==> config.mk <==
export PLATFORM = sky130hd
export DESIGN_NAME = router_inject_ni
export DESIGN_NICKNAME = d
export VERILOG_FILES = /design/src/rtl/router_inject_ni.sv
export SDC_FILE = /design/constraint.sdc
export NUM_CORES = 1
export LEC_CHECK = 0
export CAP_MARGIN = 20
export CORE_UTILIZATION = 44
export CTS_CLUSTER_DIAMETER = 200
export DETAILED_ROUTE_END_ITERATION = 8
export PLACE_DENSITY = 0.65
export SYNTH_ARGS = -nofsm -noshare
export SYNTH_HDL_FRONTEND = slang
export SYNTH_SLANG_ARGS = --single-unit
==> constraint.sdc <==
create_clock -name clk -period 2.85 [get_ports clk]
set_input_delay 0.57 -clock clk [delete_from_list [all_inputs] [get_ports clk]]
set_output_delay 0.57 -clock clk [all_outputs]
set_load 0.05 [all_outputs]
==> src/rtl/router_inject_ni.sv <==
// Local-to-router injection network interface: two per-VC flit FIFOs, credit/lock-aware
// round-robin VC arbitration and a registered output stage. Define ROUTER_INJECT_STATS_EN for counters.
module router_inject_ni #(
  parameter int FIFO_DEPTH = 4,
  parameter int MAX_OUTST  = 2
) (
  input  logic        clk,
  input  logic        RST_,
  input  logic [34:0] LDATA,
  input  logic        LVALID,
  input  logic        LVCH,
  output logic [1:0]  LRDY,
  output logic [34:0] ODATA,
  output logic        OVALID,
  output logic        OVCH,
  input  logic [1:0]  IRDY,
  input  logic [1:0]  IACK,
  input  logic [1:0]  ILCK
`ifdef ROUTER_INJECT_STATS_EN
  ,
  output logic [15:0] STAT_SENT0,
  output logic [15:0] STAT_SENT1,
  output logic [15:0] STAT_STALL
`endif
);

  localparam int PW = (FIFO_DEPTH > 1) ? $clog2(FIFO_DEPTH) : 1;
  localparam int CW = $clog2(FIFO_DEPTH + 1);
  localparam int OW = $clog2(MAX_OUTST + 1);
  localparam logic [CW-1:0] FULL_CNT  = CW'(FIFO_DEPTH);
  localparam logic [OW-1:0] OUTST_LIM = OW'(MAX_OUTST);

  logic [34:0]   mem_q [2][FIFO_DEPTH];
  logic [PW-1:0] wptr_q [2];
  logic [PW-1:0] rptr_q [2];
  logic [CW-1:0] cnt_q  [2];
  logic [OW-1:0] outst_q[2];
  logic [1:0]    open_q;
  logic          rr_q;
  logic [34:0]   odata_q;
  logic          ovch_q;
  logic          ovalid_q;

  logic [1:0]    wr_en;
  logic [1:0]    elig;
  logic [1:0]    pop;
  logic          grant_any;
  logic          gvc;
  logic [34:0]   front [2];

  // Valid/ready: a local flit transfers only when LVALID && LRDY[LVCH]; anything else is dropped.
  always_comb begin
    LRDY  = 2'b00;
    wr_en = 2'b00;
    elig  = 2'b00;
    for (int v = 0; v < 2; v++) begin
      front[v] = mem_q[v][rptr_q[v]];
      LRDY[v]  = (cnt_q[v] != FULL_CNT);
      wr_en[v] = LVALID && (LVCH == v[0]) && (cnt_q[v] != FULL_CNT);
      // Locked router VC blocks only the start of a new packet, never one already open.
      elig[v]  = (cnt_q[v] != '0) && IRDY[v] && (outst_q[v] < OUTST_LIM) &&
                 !(ILCK[v] && !open_q[v] && front[v][33]);
    end
    grant_any = |elig;
    gvc       = (elig == 2'b11) ? rr_q : elig[1];
    pop       = grant_any ? (gvc ? 2'b10 : 2'b01) : 2'b00;
  end

  always_ff @(posedge clk) begin
    for (int v = 0; v < 2; v++) begin
      if (wr_en[v]) mem_q[v][wptr_q[v]] <= LDATA;
    end
  end

  always_ff @(posedge clk) begin
    if (!RST_) begin
      for (int v = 0; v < 2; v++) begin
        wptr_q[v]  <= '0;
        rptr_q[v]  <= '0;
        cnt_q[v]   <= '0;
        outst_q[v] <= '0;
      end
      open_q   <= 2'b00;
      rr_q     <= 1'b0;
      odata_q  <= '0;
      ovch_q   <= 1'b0;
      ovalid_q <= 1'b0;
    end else begin
      for (int v = 0; v < 2; v++) begin
        if (wr_en[v]) wptr_q[v] <= wptr_q[v] + PW'(1);
        if (pop[v])   rptr_q[v] <= rptr_q[v] + PW'(1);
        cnt_q[v] <= cnt_q[v] + CW'(wr_en[v]) - CW'(pop[v]);
        // An ack with nothing outstanding is ignored so the counter cannot underflow.
        if (pop[v] && !(IACK[v] && outst_q[v] != '0))
          outst_q[v] <= outst_q[v] + OW'(1);
        else if (!pop[v] && IACK[v] && outst_q[v] != '0)
          outst_q[v] <= outst_q[v] - OW'(1);
        if (pop[v]) begin
          if (front[v][34:33] == 2'b01)      open_q[v] <= 1'b1;
          else if (front[v][34:33] == 2'b10) open_q[v] <= 1'b0;
        end
      end
      ovalid_q <= grant_any;
      if (grant_any) begin
        odata_q <= front[gvc];
        ovch_q  <= gvc;
        rr_q    <= ~gvc;
      end
    end
  end

  assign ODATA  = odata_q;
  assign OVCH   = ovch_q;
  assign OVALID = ovalid_q;

`ifdef ROUTER_INJECT_STATS_EN
  logic [15:0] sent0_q, sent1_q, stall_q;

  always_ff @(posedge clk) begin
    if (!RST_) begin
      sent0_q <= '0;
      sent1_q <= '0;
      stall_q <= '0;
    end else begin
      if (pop[0] && sent0_q != 16'hFFFF) sent0_q <= sent0_q + 16'd1;
      if (pop[1] && sent1_q != 16'hFFFF) sent1_q <= sent1_q + 16'd1;
      if ((cnt_q[0] != '0 || cnt_q[1] != '0) && !grant_any && stall_q != 16'hFFFF)
        stall_q <= stall_q + 16'd1;
    end
  end

  assign STAT_SENT0 = sent0_q;
  assign STAT_SENT1 = sent1_q;
  assign STAT_STALL = stall_q;
`endif

endmodule

After elaboration in Yosys (flattened, before gate mapping)

Memory sizes are Yosys's and may differ from the RTL's.
Index checks and enable logic that the tools add are counted.

Add/subtract/negate cells: 12
$lt $le $gt $ge: 9
Eq/ne operators: 7
Mux-type cells: 63
Bitwise gates (word level): 17
Reductions and logical operators: 42

Operators by type and width:

| cell                                                                          | number |
|---|---|
| 140-bit two-way mux                                                           | 4 |
| 35-bit two-way mux                                                            | 9 |
| 35-bit binary-select mux with 2-bit select                                    | 2 |
| 35-bit demux with 2-bit select                                                | 2 |
| 140-bit OR reduction                                                          | 1 |
| 1-bit two-way mux                                                             | 34 |
| 1-bit logical AND                                                             | 24 |
| 2-bit two-way mux                                                             | 10 |
| 2-bit by 1-bit adder with 2-bit output (second input constant)                | 6 |
| 3-bit >= comparator (second input constant)                                   | 4 |
| 2-bit NOT with 3-bit output                                                   | 4 |
| 1-bit OR                                                                      | 10 |
| 1-bit zero test                                                               | 8 |
| 2-bit nonzero test                                                            | 4 |
| 3-bit by 1-bit adder with 3-bit output                                        | 2 |
| 2-bit equality test (second input constant)                                   | 3 |
| 3-bit by 1-bit less-than comparator with 1-bit output (second input constant) | 2 |
| 3-bit two-way mux                                                             | 2 |
| 3-bit != test (second input constant)                                         | 2 |
| 3-bit nonzero test                                                            | 2 |
| 3-bit by 1-bit subtractor with 3-bit output                                   | 2 |
| 2-bit by 1-bit equality test with 1-bit output (second input constant)        | 2 |
| 2-bit less-than comparator (second input constant)                            | 2 |
| 2-bit AND reduction                                                           | 2 |
| 5 further kinds                                                               | 7 |

Flip-flop bits (word level): 40
RAM bits: 298
Input bits: 45
Output and inout port bits: 39
Word-level logic and storage cells: 161
Memories: 5

Memories:

| memory  | depth | bits a word | read ports | clocked after memory_dff | wr ports | RTL line | text |
|---|---|---|---|---|---|---|---|
| mem_q   | 2     | 140         | 2          | 0                        | 1        | 33       | `logic [34:0] mem_q [2][FIFO_DEPTH];` |
| cnt_q   | 2     | 3           | 2          | 0                        | 2        | 36       | `logic [CW-1:0] cnt_q [2];` |
| outst_q | 2     | 2           | 2          | 0                        | 2        | 37       | `logic [OW-1:0] outst_q[2];` |
| rptr_q  | 2     | 2           | 2          | 0                        | 2        | 35       | `logic [PW-1:0] rptr_q [2];` |
| wptr_q  | 2     | 2           | 2          | 0                        | 2        | 34       | `logic [PW-1:0] wptr_q [2];` |

Longest topological paths before layout

Depth after elaboration: 19
Depth in mapped cells: 13
Mapped depth without buffers: 11

Worst setup path before layout

No wires, ideal clock.

Kind: register to register
From: memory rptr_q[0][0] in the netlist's numbering
To: memory cnt_q[0][5] in the netlist's numbering
Setup time: 0.116 ns
Arrival: 2.936 ns
Required time: 2.734 ns
Slack: -0.202 ns
Cell stages (with the launch flop): 14
Path buffers: 2
Clock period less this slack: 3.052 ns
Cell sequence: edfxtp_1 -> buf_6 -> mux4_2 -> a211o_1 -> o21ai_2 -> buf_6 -> inv_2 -> ha_1 -> inv_1 -> ha_1 -> fa_1 -> xnor2_1 -> xnor2_1 -> nor2_1

RTL lines:

| element            | RTL line |
|---|---|
| start: declaration | 35 |
| end: declaration   | 36 |

==> reports/results.ini <==
[global_route]
grt_pass1_vias=6818
grt_antenna_before_repair=1
grtUsageTotal_pct=18.2
grt_overflow=0
grt_first_pass_wirelength_mm=40.8
grt_max_degree=37

[synthesis]
async_flop_share_pct=0
synth_area_um2=13000
syn_nets=697
seq_area_frac_synth_pct=74.7
synthCells=635
synth_edf_count=292
synth_xor_area_share_pct=0.608
synth-compound-area-share_pct=3.51
synth_top_family_by_area=multiplexers
synthDistinctLibCells=40
synth_area_leader_cell=edfxtp_1
synth_fa_ha_area_share_pct=1.76
yosysWarnings=0
synthTopCellsByArea=edfxtp_1 68%, mux4_2 12%, dfxtp_1 7.1%, mux2i_1 2.9%, o2bb2ai_1 2.4%
synth_top_area_share_pct=67.6
synth_area_per_cell_um2=20.4
synth_seq_cells=338
yosys.area_share.simple_pct=2.28
synth_mux_area_share_pct=15.0
yosys_most_used_dff=edfxtp_1

[timing]
clock.fmax_mhz=355
finalCriticalPeriod_ns=2.81
rsz0062_at_grt=true
finalSetupTns_ns=0
slew_violations=0
slew_headroom_pct=43.5
finalHoldViolations=0
setup_viol=0
period_share_pct=98.7
tightest_slew_ns=0.848
fin_skew_ns=0.0176

[cts]
clockBufferDepth=3
cts-root-buf=clkbuf_16
path_clk_slew_ns=0.06
cts_tree=built
worst_skew_pair.late_latency_ns=0.52
cts_inserted_buffers=36
cts_sinks=338
htree_num_levels=2

[job]
cap_violations=0

[cells_and_area]
area_growth_syn_to_layout_pct=21.5
nFillCells=2204
final_nets=827
layout.cells.non_filler=1178
drive_gt1_share_pct=22.8
layout_common_cells=292 x edfxtp_1, 83 x clkdlybuf4s50_1, 69 x mux4_2, 46 x dfxtp_1, 38 x clkbuf_16
final_common_cell=edfxtp_1

[place]
numPortBuffers=83
gp_congestion=0.792
place_inst=1108
place_hpwl_mm=15.2

[pwr]
powerDensity_nw_per_um2=936
ir_worst_vdd_uv=514
p_leak_uw=0.00536

[run_status]
run_status=finished clean

[worst_setup_path]
critPathMaxFanout=3
crit_slowest_cell=mux4_2
cp_slowest_stage_delay_ns=0.54
worstPathCellList=mux4_2 > a211o_1 > o21ai_4 > inv_6 > ha_4 > inv_2 > ha_4 > fa_2 > xnor2_2 > xnor2_1 > nor2_1
worstSetupEndpointType=register
start_kind=register
required_ns=3.24
worstPathArrival_ns=3.20
setup.worst_path.class=register to register
crit_top_cell=ha_4

[route]
via_per_inst=5.45
drc=0
routed_wl_mm=26.8
via_count=6418
ant_nets=0
drtPass1Iterations=6
drtIter0Drc=458
wire_per_inst_um=22.8

[floorplanning]
io_pins=84
start_util_pct=44.9
die_h_um=174
dieArea_um2=30200
core_um2=28900
num_rows=62
die_x_um=174

[min_path]
hold_class=register to register

## layout make-up
cell class / count / area (µm²) / area share, %
Clock buffer: 51 / 1020 / 6.48
Sequential cell: 338 / 9690 / 61.5
Timing Repair Buffer: 122 / 1250 / 7.95
Tap cell: 384 / 480 / 3.05
Antenna cell: 1 / 2.50 / 0.0159
Clock inverter: 15 / 121 / 0.771
Multi-Input combinational cell: 246 / 3100 / 19.7
Inverter: 21 / 83.8 / 0.532
## worst paths after layout
check	depth (start not counted)	slack [ns]	start	end
setup / recovery	11	0.04	rptr_q[0][0]	cnt_q[0][5]
hold / removal	1	0.46	ODATA[29]	ODATA[29]
setup reg to reg	11	0.04	rptr_q[0][0]	cnt_q[0][5]
hold reg to reg	1	0.46	ODATA[29]	ODATA[29]
## timing repair
| action | in CTS | in global routing |
|---|---|---|
| pin swaps | 1 | 6 |
| resized for setup | 0 | 5 |
| hold buffers | 0 | 0 |
| setup buffers | 0 | 3 |
| endpoints found under the setup margin | 1 | 6 |
## stage by stage
stage	total power (µW)	area, µm²	util (%)	hold slack (ns)	worst slack, ns
4_1_cts	14800	15700	54.4	0.463	0.0176
2_1_floorplan	9070	13000	-	0.461	-0.186
3_5_place_dp	10400	14600	50.4	0.446	-0.152
3_3_place_gp	10300	14600	50.4	0.450	-0.131
6_report	14700	15700	54.6	0.460	0.0364
5_1_grt	15300	15700	54.6	0.489	-0.0712
## cells in the mapped netlist, types with 6 or more instances
| library cell | count |
|---|---|
| edfxtp_1 | 292 |
| dfxtp_1 | 46 |
| mux4_2 | 69 |
| nand2_1 | 8 |
| o2bb2ai_1 | 35 |
| and2_1 | 12 |
| xnor2_1 | 8 |
| ha_1 | 15 |
| buf_2 | 6 |
| inv_1 | 19 |
| mux2i_1 | 37 |
| clkbuf_1 | 18 |
| nor2_1 | 17 |
## power breakdown
group	switching [µW]	leakage, µW	internal [µW]
logic	2390	0.00176	1740
registers	270	0.00304	5900
clock network	1830	0.000557	2600
## registers in the layout, summed over array words and instances (netlist names)
signal,flops
outst_q,4
rr_q,1
OVALID,1
cnt_q,6
mem_q,280
ODATA,35
open_q,2
OVCH,1
rptr_q,4
wptr_q,4
## per-layer routing
layer | wire [µm] | vias to the layer above | part of all wire, % | track usage (%)
met3 | 1690 | 39 | 6.3 | 3.84
met4 | 465 | 0 | 1.7 | 4.28
met1 | 11600 | 3341 | 43 | 24.7
met2 | 13000 | 187 | 49 | 30.2
met5 | 0 | - | 0 | 0
li1 | - | 2851 | - | -
## worst max-delay path: cells and delay by family, from the launching register on
family	cells	cell delay, ns
AO/OA/AOI/OAI	2	0.60
multiplexers	1	0.54
flip-flops	1	0.37
buffers and inverters	2	0.09
AND/OR/NAND/NOR	1	0.05
adder cells (fa/ha/maj)	3	0.75
XOR/XNOR	2	0.28
## cells by family after synthesis
family | after synthesis
flip-flops | 338
XOR/XNOR | 9
AND/OR/NAND/NOR | 58
AO/OA/AOI/OAI | 55
buffers and inverters | 51
adder cells (fa/ha/maj) | 17
multiplexers | 107
Note: power is estimated with default switching activity, not from simulation.
